$ cat config.mk
export PLATFORM = sky130hd
export DESIGN_NAME = spi_pixel_master
export DESIGN_NICKNAME = d
export VERILOG_FILES = /design/src/rtl/spi_pixel_master.sv
export SDC_FILE = /design/constraint.sdc
export NUM_CORES = 1
export LEC_CHECK = 0
export ABC_AREA = 1
export BUFFER_PORTS_ARGS = -buffer_cell sky130_fd_sc_hd__buf_2
export CELL_PAD_IN_SITES_DETAIL_PLACEMENT = 0
export CELL_PAD_IN_SITES_GLOBAL_PLACEMENT = 1
export CORE_ASPECT_RATIO = 0.8
export CORE_MARGIN = 4
export CORE_UTILIZATION = 39
export DETAILED_ROUTE_END_ITERATION = 8
export PLACE_DENSITY_LB_ADDON = 0.15
export SLEW_MARGIN = 15
export SYNTH_ARGS = -nofsm -noshare
export SYNTH_HDL_FRONTEND = slang
export SYNTH_SLANG_ARGS = --single-unit
$ cat constraint.sdc
create_clock -name clk -period 3.9 [get_ports clk]
set_input_delay 0.78 -clock clk [delete_from_list [all_inputs] [get_ports clk]]
set_output_delay 0.78 -clock clk [all_outputs]
set_load 0.005 [all_outputs]
$ cat src/rtl/spi_pixel_master.sv
// SPI mode-0 transmitter feeding 16-bit pixel words to the matrix controller.
// Counts words per frame and pulses frame_done when a frame's last word completes.
module spi_pixel_master #(
    parameter int unsigned CLK_DIV     = 2,
    parameter int unsigned WORD_WIDTH  = 16,
    parameter int unsigned FRAME_WORDS = 2048,
    parameter int unsigned GAP_CYCLES  = 0
) (
    input  logic                  clk,
    input  logic                  reset,
    input  logic [WORD_WIDTH-1:0] in_data,
    input  logic                  in_valid,
    output logic                  in_ready,
    input  logic                  frame_start,
    output logic                  spi_clk,
    output logic                  spi_mosi,
    output logic                  busy,
    output logic [10:0]           word_count,
    output logic                  frame_done
);

    localparam int unsigned DIV_W = 8;
    localparam int unsigned GAP_W = 16;
    localparam int unsigned CNT_W = 11;
    localparam int unsigned BIT_W = $clog2(WORD_WIDTH);

    typedef enum logic [1:0] {IDLE, SHIFT_LO, SHIFT_HI, GAP} state_t;

    state_t                state, state_nxt;
    logic [WORD_WIDTH-1:0] shift_reg, shift_nxt;
    logic [BIT_W-1:0]      bit_cnt, bit_nxt;
    logic [DIV_W-1:0]      div_cnt, div_nxt;
    logic [GAP_W-1:0]      gap_cnt, gap_nxt;
    logic                  start_pend, pend_nxt;
    logic                  ready_nxt, clk_nxt, mosi_nxt, busy_nxt, done_nxt;
    logic [CNT_W-1:0]      count_nxt;

    logic accept, div_last, gap_last, last_bit;

    assign accept   = in_valid && in_ready;
    assign div_last = (div_cnt == DIV_W'(CLK_DIV - 1));
    assign gap_last = (gap_cnt == GAP_W'(GAP_CYCLES - 1));
    assign last_bit = (bit_cnt == '0);

    // State register
    always_ff @(posedge clk or posedge reset) begin
        if (reset) state <= IDLE;
        else       state <= state_nxt;
    end

    // Next-state logic
    always_comb begin
        state_nxt = state;
        case (state)
            IDLE:     if (accept) state_nxt = SHIFT_LO;
            SHIFT_LO: if (div_last) state_nxt = SHIFT_HI;
            SHIFT_HI: begin
                if (div_last) begin
                    if (!last_bit)            state_nxt = SHIFT_LO;
                    else if (GAP_CYCLES > 0)  state_nxt = GAP;
                    else                      state_nxt = IDLE;
                end
            end
            GAP:      if (gap_last) state_nxt = IDLE;
            default:  state_nxt = IDLE;
        endcase
    end

    // Datapath and output next values
    always_comb begin
        shift_nxt = shift_reg;
        bit_nxt   = bit_cnt;
        div_nxt   = div_cnt;
        gap_nxt   = gap_cnt;
        clk_nxt   = spi_clk;
        mosi_nxt  = spi_mosi;
        count_nxt = word_count;
        done_nxt  = 1'b0;
        pend_nxt  = start_pend | frame_start;
        ready_nxt = (state_nxt == IDLE);
        busy_nxt  = (state_nxt != IDLE);
        case (state)
            IDLE: begin
                // A frame_start seen during the gap is honoured once idle
                if (frame_start || start_pend) begin
                    count_nxt = '0;
                    pend_nxt  = 1'b0;
                end
                if (accept) begin
                    shift_nxt = in_data;
                    mosi_nxt  = in_data[WORD_WIDTH-1];
                    bit_nxt   = BIT_W'(WORD_WIDTH - 1);
                    div_nxt   = '0;
                    clk_nxt   = 1'b0;
                end
            end
            SHIFT_LO: begin
                if (div_last) begin
                    div_nxt = '0;
                    clk_nxt = 1'b1;
                end else begin
                    div_nxt = div_cnt + DIV_W'(1);
                end
            end
            SHIFT_HI: begin
                if (div_last) begin
                    div_nxt = '0;
                    clk_nxt = 1'b0;
                    if (!last_bit) begin
                        shift_nxt = shift_reg << 1;
                        mosi_nxt  = shift_reg[WORD_WIDTH-2];
                        bit_nxt   = bit_cnt - BIT_W'(1);
                    end else begin
                        // Word complete: pending frame_start beats increment and wrap
                        gap_nxt = '0;
                        if (start_pend || frame_start) begin
                            count_nxt = '0;
                            pend_nxt  = 1'b0;
                        end else if (word_count == CNT_W'(FRAME_WORDS - 1)) begin
                            count_nxt = '0;
                            done_nxt  = 1'b1;
                        end else begin
                            count_nxt = word_count + CNT_W'(1);
                        end
                    end
                end else begin
                    div_nxt = div_cnt + DIV_W'(1);
                end
            end
            GAP: gap_nxt = gap_cnt + GAP_W'(1);
            default: ;
        endcase
    end

    // Datapath and output registers
    always_ff @(posedge clk or posedge reset) begin
        if (reset) begin
            shift_reg  <= '0;
            bit_cnt    <= '0;
            div_cnt    <= '0;
            gap_cnt    <= '0;
            start_pend <= 1'b0;
            in_ready   <= 1'b0;
            spi_clk    <= 1'b0;
            spi_mosi   <= 1'b0;
            busy       <= 1'b0;
            word_count <= '0;
            frame_done <= 1'b0;
        end else begin
            shift_reg  <= shift_nxt;
            bit_cnt    <= bit_nxt;
            div_cnt    <= div_nxt;
            gap_cnt    <= gap_nxt;
            start_pend <= pend_nxt;
            in_ready   <= ready_nxt;
            spi_clk    <= clk_nxt;
            spi_mosi   <= mosi_nxt;
            busy       <= busy_nxt;
            word_count <= count_nxt;
            frame_done <= done_nxt;
        end
    end

endmodule
==> metrics.txt, run 1 <==
Worst Path Arrival=2.44 ns; ant diodes=0; WHS=0.437 ns; Tmin final=2.24 ns; Syn Nets=518; fraction of power consumed by sequential logic=46.3%; worst-path cell chain=inv_1, ha_1, buf_4, nor2_1, nand2_1, nand2_4, o21ai_0, o21ai_0; clock latency on the worst-skew pair=0.33 ns; Clk pwr share=52.0%; largest net degree at the start of global routing=31; Initial Utilization=40.4%; area of the multi-input gates=1830 sq um; Layout area overhead=13.9%; status=completed; Worst EP required=4.10 ns; ranking of synthesized cells by area=dfrtp_1 42%, nand2_1 12%, nand3_1 6.6%; worst min path class=in -> async; sequential area share after synthesis=42.0%; maxcap violations=0; setup bufs post-CTS=0; via count=3,195; DR iter-0 viols=158; share of cells above drive strength 1=15.9%; critical path's slowest cell=nand2_1; Syn Inst Count=488; cells resized by post-CTS repair=0; routed vias/inst=4.96; worst setup path start=state[0]$_DFF_PP0_; Die Area=11,100 sq um; worst path bufs/invs=2; R2R Path Start=state[0]$_DFF_PP0_; most used cells in the layout excluding fill and tap cells=121 x nand2_1, 62 x dfrtp_1, 52 x inv_1, 50 x nor2_1, 49 x nand3_1; sequential cell area=1550 sq um; P_sw=0.000299 W; CP startpoint kind=register; GRT Overall Usage=16.9%; period utilisation layout=57.5%; Cell variety after synth=37; cts hold-fix bufs=0; Avg Inst Size Synth=7.57 sq um; initial antenna violation count=0; endpoints failing setup=0; sw frac=21.5%; combinational power share=1.7%; fmax=0.446 GHz; clk buf depth=2; TritonRoute pass-1 iters=4; die height=95.1 um; Max H-tree Level=3; core area=9150 sq um; Top delay family on crit path=simple AND/OR/NAND/NOR gates; GRT overflow=0; first-pass GRT wire length=14,700 um; RSZ-0062 raised after global routing=no; Post-DP HPWL=6160 um; largest fanout on the critical path=30; CTS Buf Count=9; Die X-Extent=117 um; post-route cell area=4210 sq um; Int Pwr=0.00109 W; Final Util=46.0%; Max Clock Skew=0.00673 ns; clock sink total=62; fin nets=554; RePlAce Congestion=0.816; Slew Viols, Final=0; number of global-route vias before repair=3,030; num ports=36; Wirelength per Cell=13.5 um; root buffer cell=clkbuf_16; # fillers=949; synthesized cell area=3700 sq um; CTS tree=done; top cell type by total area after synthesis=dfrtp_1; Most Frequent Cell on Critical Path=o21ai_0; max incr delay on CP=0.47 ns; Residual DRC=0; commonest non-fill, non-tap cell in the layout=nand2_1; dpl cell area=3940 sq um; Peak VDD IR=218 uV; worst-margin pin slew=0.612 ns; clock slew at reported path FFs=0.05 ns; register bit total from synthesis=62; Yosys warnings=0; PD cells=330 nW/um^2; leakage power=2.17 nW; number of flip-flops in the largest register=16; share of the synthesized area in the top cell type=42.0%; Final Hold Violating Endpoints=0; total detailed-routing wirelength=8680 um; PortBufs=35; antenna viol nets, final=0; Worst Setup Path Type=reg -> reg; crit path capture type=register; num rows=31; slew margin rel.=59.1%; total power=0.00139 W; setup TNS=0 ns
[cell type report]
| type | count | share of cell area, % |
|---|---|---|
| flip-flops and latches | 62 | 36.8 |
| well taps | 115 | 3.42 |
| clock inverters | 5 | 0.594 |
| repair buffers | 38 | 4.69 |
| multi-input cells | 356 | 43.5 |
| inverters | 57 | 5.17 |
| clock buffers | 11 | 5.76 |
[worst reg2reg max path, cell delays in order (launching register included)]
cell and delay, ns:
dfrtp_1 0.41, inv_1 0.11, ha_1 0.17, buf_4 0.33, nor2_1 0.11, nand2_1 0.47, nand2_4 0.27, o21ai_0 0.13
o21ai_0 0.10
[path summary, 6_finish.rpt]
check | endpoint | slack, ns | cells past startpoint
max | bit_cnt[2]$_DFFE_PP0P_ | 1.66 | 8
min in group clk | shift_reg[3]$_DFFE_PP0P_ | 0.50 | 2
min | word_count[2]$_DFFE_PP0P_ | 0.44 | 2
min reg2reg | shift_reg[3]$_DFFE_PP0P_ | 0.50 | 2
max in group asynchronous | in_ready$_DFF_PP0_ | 2.76 | 3
max reg2reg | bit_cnt[2]$_DFFE_PP0P_ | 1.66 | 8
[per-layer routing]
metal  up-vias  routed length (um)  track usage [%]
met4         0                 112             5.16
met5         -                   0                0
met1      1459                4560             24.6
met2        59                3660             24.6
met3        10                 337             4.31
li1       1667                   -                -
[kinds of logic (layout without fill, tap and decap cells)]
group                    Yosys count  in the layout  share of synthesized area, %
adder cells (fa/ha/maj)           10             10                          3.39
flip-flops                        62             62                          42.0
AO/OA/AOI/OAI                     65             65                          10.5
buffers and inverters             70            111                          8.43
XOR/XNOR                           8              8                          1.90
AND/OR/NAND/NOR                  273            273                          33.9
[power groups by stage]
stage	clock, W	sequential (W)	combinational (W)
after floorplan	0	0.000655	0.00000939
after global placement	0	0.000655	0.0000257
after detailed placement	0	0.000655	0.0000258
after CTS	0.000743	0.000644	0.0000257
after global routing	0.000768	0.000643	0.0000283
final	0.000724	0.000644	0.0000243
[metrics by stage]
stage	instances	setup slack [ns]
floorplan	488	1.58
global placement	628	1.73
detailed placement	628	1.68
CTS	644	1.68
global route	644	1.48
finish	644	1.66
[Yosys cell counts (all sizes together)]
library cell,count
clkinv,1
nor3b,1
buf,9
o22ai,1
o21a,1
nor4,1
xnor2,1
o31ai,1
a21oi,13
nor3,10
and3,1
xor2,7
nor2,52
inv,56
nand4,16
o21bai,4
dfrtp,62
nand3,52
clkbuf,4
or2,13
o21ai,32
o211ai,13
ha,10
nand2,126
and2,1
Note: power is estimated with default switching activity, not from simulation.
==> inputs of run 2 (changes only) <==
ABC_AREA = 0   (was 1)
clock period = 2 ns   (was 3.9 ns; I/O delays follow)
==> run 2 against run 1 <==
Compared with the run above: sequential share of layout area shrank 0.20 points; routed wire length shrank 15%; total power grew to 3.0 times the previous value; utilization grew 6.2 points; sequential cell count is the same; largest power group is now sequential cells; worst setup slack lost 1.6 ns; die area shrank 8.7%; highest routed layer unchanged; non-clock buffer count grew 37.
==> metrics.txt, run 2 <==
antenna viol nets, final=0 (unchanged); FFs w/ async S/R, synth=100% (unchanged); Wirelength per Cell=13.7 um (+2.0%); DR iter-0 viols=119 (-25%); Post-Synth XOR/XNOR Area=2.09% (+0.20 points); first-pass GRT wire length=12,800 um (-13%); CP startpoint kind=register; root buffer cell=clkbuf_8; share of the synthesized area in the top cell type=46.4% (+4.4 points); PortBufs=35 (unchanged); die height=90.9 um (-4.4%); total detailed-routing wirelength=7360 um (-15%); ant diodes=0 (unchanged); num ports=36 (unchanged); Worst Setup Path Type=reg -> reg; most used cells in the layout excluding fill and tap cells=60 x dfrtp_1, 47 x nand2_1, 36 x buf_4, 35 x buf_2, 24 x nor2_1; predominant post-synthesis flop cell=dfrtp_1; largest family of logic cells by synthesized area=simple AND/OR/NAND/NOR gates; Slew Viols, Final=0 (unchanged); Compound-Gate Fraction of Synth Area=16.6% (+6.2 points); clock latency on the worst-skew pair=0.34 ns (about the same); RePlAce Congestion=0.792 (-3.0%); largest fanout on the critical path=3 (-90%); Max H-tree Level=3 (unchanged); Final Hold Violating Endpoints=0 (unchanged); slew margin rel.=73.0% (+14 points); clk buf depth=2 (unchanged); number of global-route vias before repair=2,710 (-11%); # fillers=783 (-17%); via count=2,763 (-14%); mux cell area share after synthesis=5.72% (+5.7 points); Worst Path Arrival=2.14 ns (-0.30 ns); Peak VDD IR=504 uV (+130%); WHS=0.0292 ns (-0.408 ns); worst-margin pin slew=0.401 ns (-0.210 ns); number of flip-flops in the largest register=16 (unchanged); Cell variety after synth=54 (+46%); sequential area share after synthesis=46.4% (+4.4 points); worst min path class=in -> async; core area=8130 sq um (-11%); initial antenna violation count=0 (unchanged); top cells by count, synth=62 x dfrtp_1, 48 x nand2_1, 25 x o21ai_0; Syn Nets=376 (-27%); top-count cell post-synth=dfrtp_1; register bit total from synthesis=62 (unchanged); Post-DP HPWL=5240 um (-15%); GRT Overall Usage=15.3% (-1.6 points); synthesized cell area=3350 sq um (-9.4%); num rows=29 (-6.5%); top cell type by total area after synthesis=dfrtp_1; TritonRoute pass-1 iters=4 (unchanged); Syn Inst Count=346 (-29%); leakage power=2.00 nW (-8.0%); maxcap violations=0 (unchanged); routed vias/inst=5.16 (+4.1%); EDFF count, synth=0 (unchanged); status=completed; Die X-Extent=112 um (-4.5%); endpoints failing setup=0 (unchanged); share of cells above drive strength 1=28.6% (+13 points); Avg Inst Size Synth=9.67 sq um (+28%); Initial Utilization=41.2% (+0.80 points); RSZ-0062 raised after global routing=yes; GRT overflow=0 (unchanged); Tmin final=1.93 ns (-0.316 ns); Yosys warnings=0 (unchanged); fin nets=452 (-18%); PD cells=968 nW/um^2 (+190%); clock sink total=62 (unchanged); Post-Synth Simple-Gate Area=22.4% (-11 points); fmax=0.519 GHz (+16%); Worst EP required=2.22 ns (-1.88 ns); Max Clock Skew=0.00953 ns (+0.00279 ns); CTS tree=done; Die Area=10,100 sq um (-8.7%); period utilisation layout=96.3% (+39 points); clock slew at reported path FFs=0.07 ns (+0.02 ns); commonest non-fill, non-tap cell in the layout=dfrtp_1; crit path capture type=register; CTS Buf Count=9 (unchanged); largest net degree at the start of global routing=32 (+3.2%); Layout area overhead=26.7%; Post-Synth Adder-Cell Area=3.74% (+0.35 points); ranking of synthesized cells by area=dfrtp_1 46%, mux2i_1 5.4%, nand2_1 5.4%; Residual DRC=0 (unchanged); setup TNS=0 ns (unchanged); cts hold-fix bufs=0 (unchanged)
[run 2: critical path, stage by stage, from the launching register on]
cell and delay [ns]:
dfrtp_2 0.43, or4_4 0.57, nor4_4 0.34, buf_4 0.18, nand3_2 0.07, xor2_1 0.15
nand2_1 0.06
[run 2: stage by stage]
| stage | util [%] | total power (W) | instance area [sq um] | std cells | setup slack [ns] |
|---|---|---|---|---|---|
| global route | 52.2 | 0.00440 | 4240 | 535 | -0.0121 |
| floorplan | - | 0.00239 | 3350 | 346 | 0.0586 |
| detailed placement | 47.9 | 0.00277 | 3890 | 514 | -0.00873 |
| CTS | 50.8 | 0.00407 | 4130 | 530 | 0.0109 |
| global placement | 47.9 | 0.00276 | 3890 | 514 | 0.0547 |
| finish | 52.2 | 0.00411 | 4240 | 535 | 0.0746 |
[run 2: worst paths after layout]
check / from / to / slack [ns] / cells past startpoint
worst max-delay path: div_cnt[5]$_DFFE_PP0P_ / bit_cnt[2]$_DFFE_PP0P_ / 0.07 / 6
worst min-delay path: reset / spi_mosi$_DFFE_PP0P_ / 0.03 / 2
worst max register to register: div_cnt[5]$_DFFE_PP0P_ / bit_cnt[2]$_DFFE_PP0P_ / 0.07 / 6
worst min register to register: spi_mosi$_DFFE_PP0P_ / spi_mosi$_DFFE_PP0P_ / 0.47 / 2
max in group asynchronous: reset / gap_cnt[9]$_DFFE_PP0P_ / 1.45 / 3
min in group clk: in_data[0] / shift_reg[0]$_DFFE_PP0P_ / 0.29 / 3
[run 2: cells by family after synthesis]
family	after synthesis
buffers and inverters	21
adders and majority gates	10
muxes	19
DFF	62
AOI/OAI and AO/OA	84
and+or+nand+nor	142
xor gates and xnor gates	8
[run 2: cell type report]
class,instances,area (sq um),area share [%]
tap,108,135,3.19
multi-input combinational,263,1760,41.5
clock inverter,3,65.1,1.53
clock buffer,13,169,3.98
inverter,11,41.3,0.973
sequential,62,1550,36.6
timing repair buffer,75,517,12.2
[run 2: what timing repair did]
item | in CTS | in global routing
setup endpoints to repair | 4 | 39
buffers inserted | 0 | 5
gates resized for setup | 0 | 20
pin swaps | 1 | 5
[run 2: layer usage]
metal	global-route usage, %	vias up	wire length [um]
li1	-	1413	-
met1	22.0	1306	3810
met2	22.0	42	3210
met3	5.43	2	299
met4	3.55	0	34
met5	0	-	0
[run 2: report_power, final]
part / switching (W) / total, W / internal (W)
clock network: 0.000477 / 0.00128 / 0.000803
logic: 0.000658 / 0.00120 / 0.000541
registers: 0.000139 / 0.00163 / 0.00149
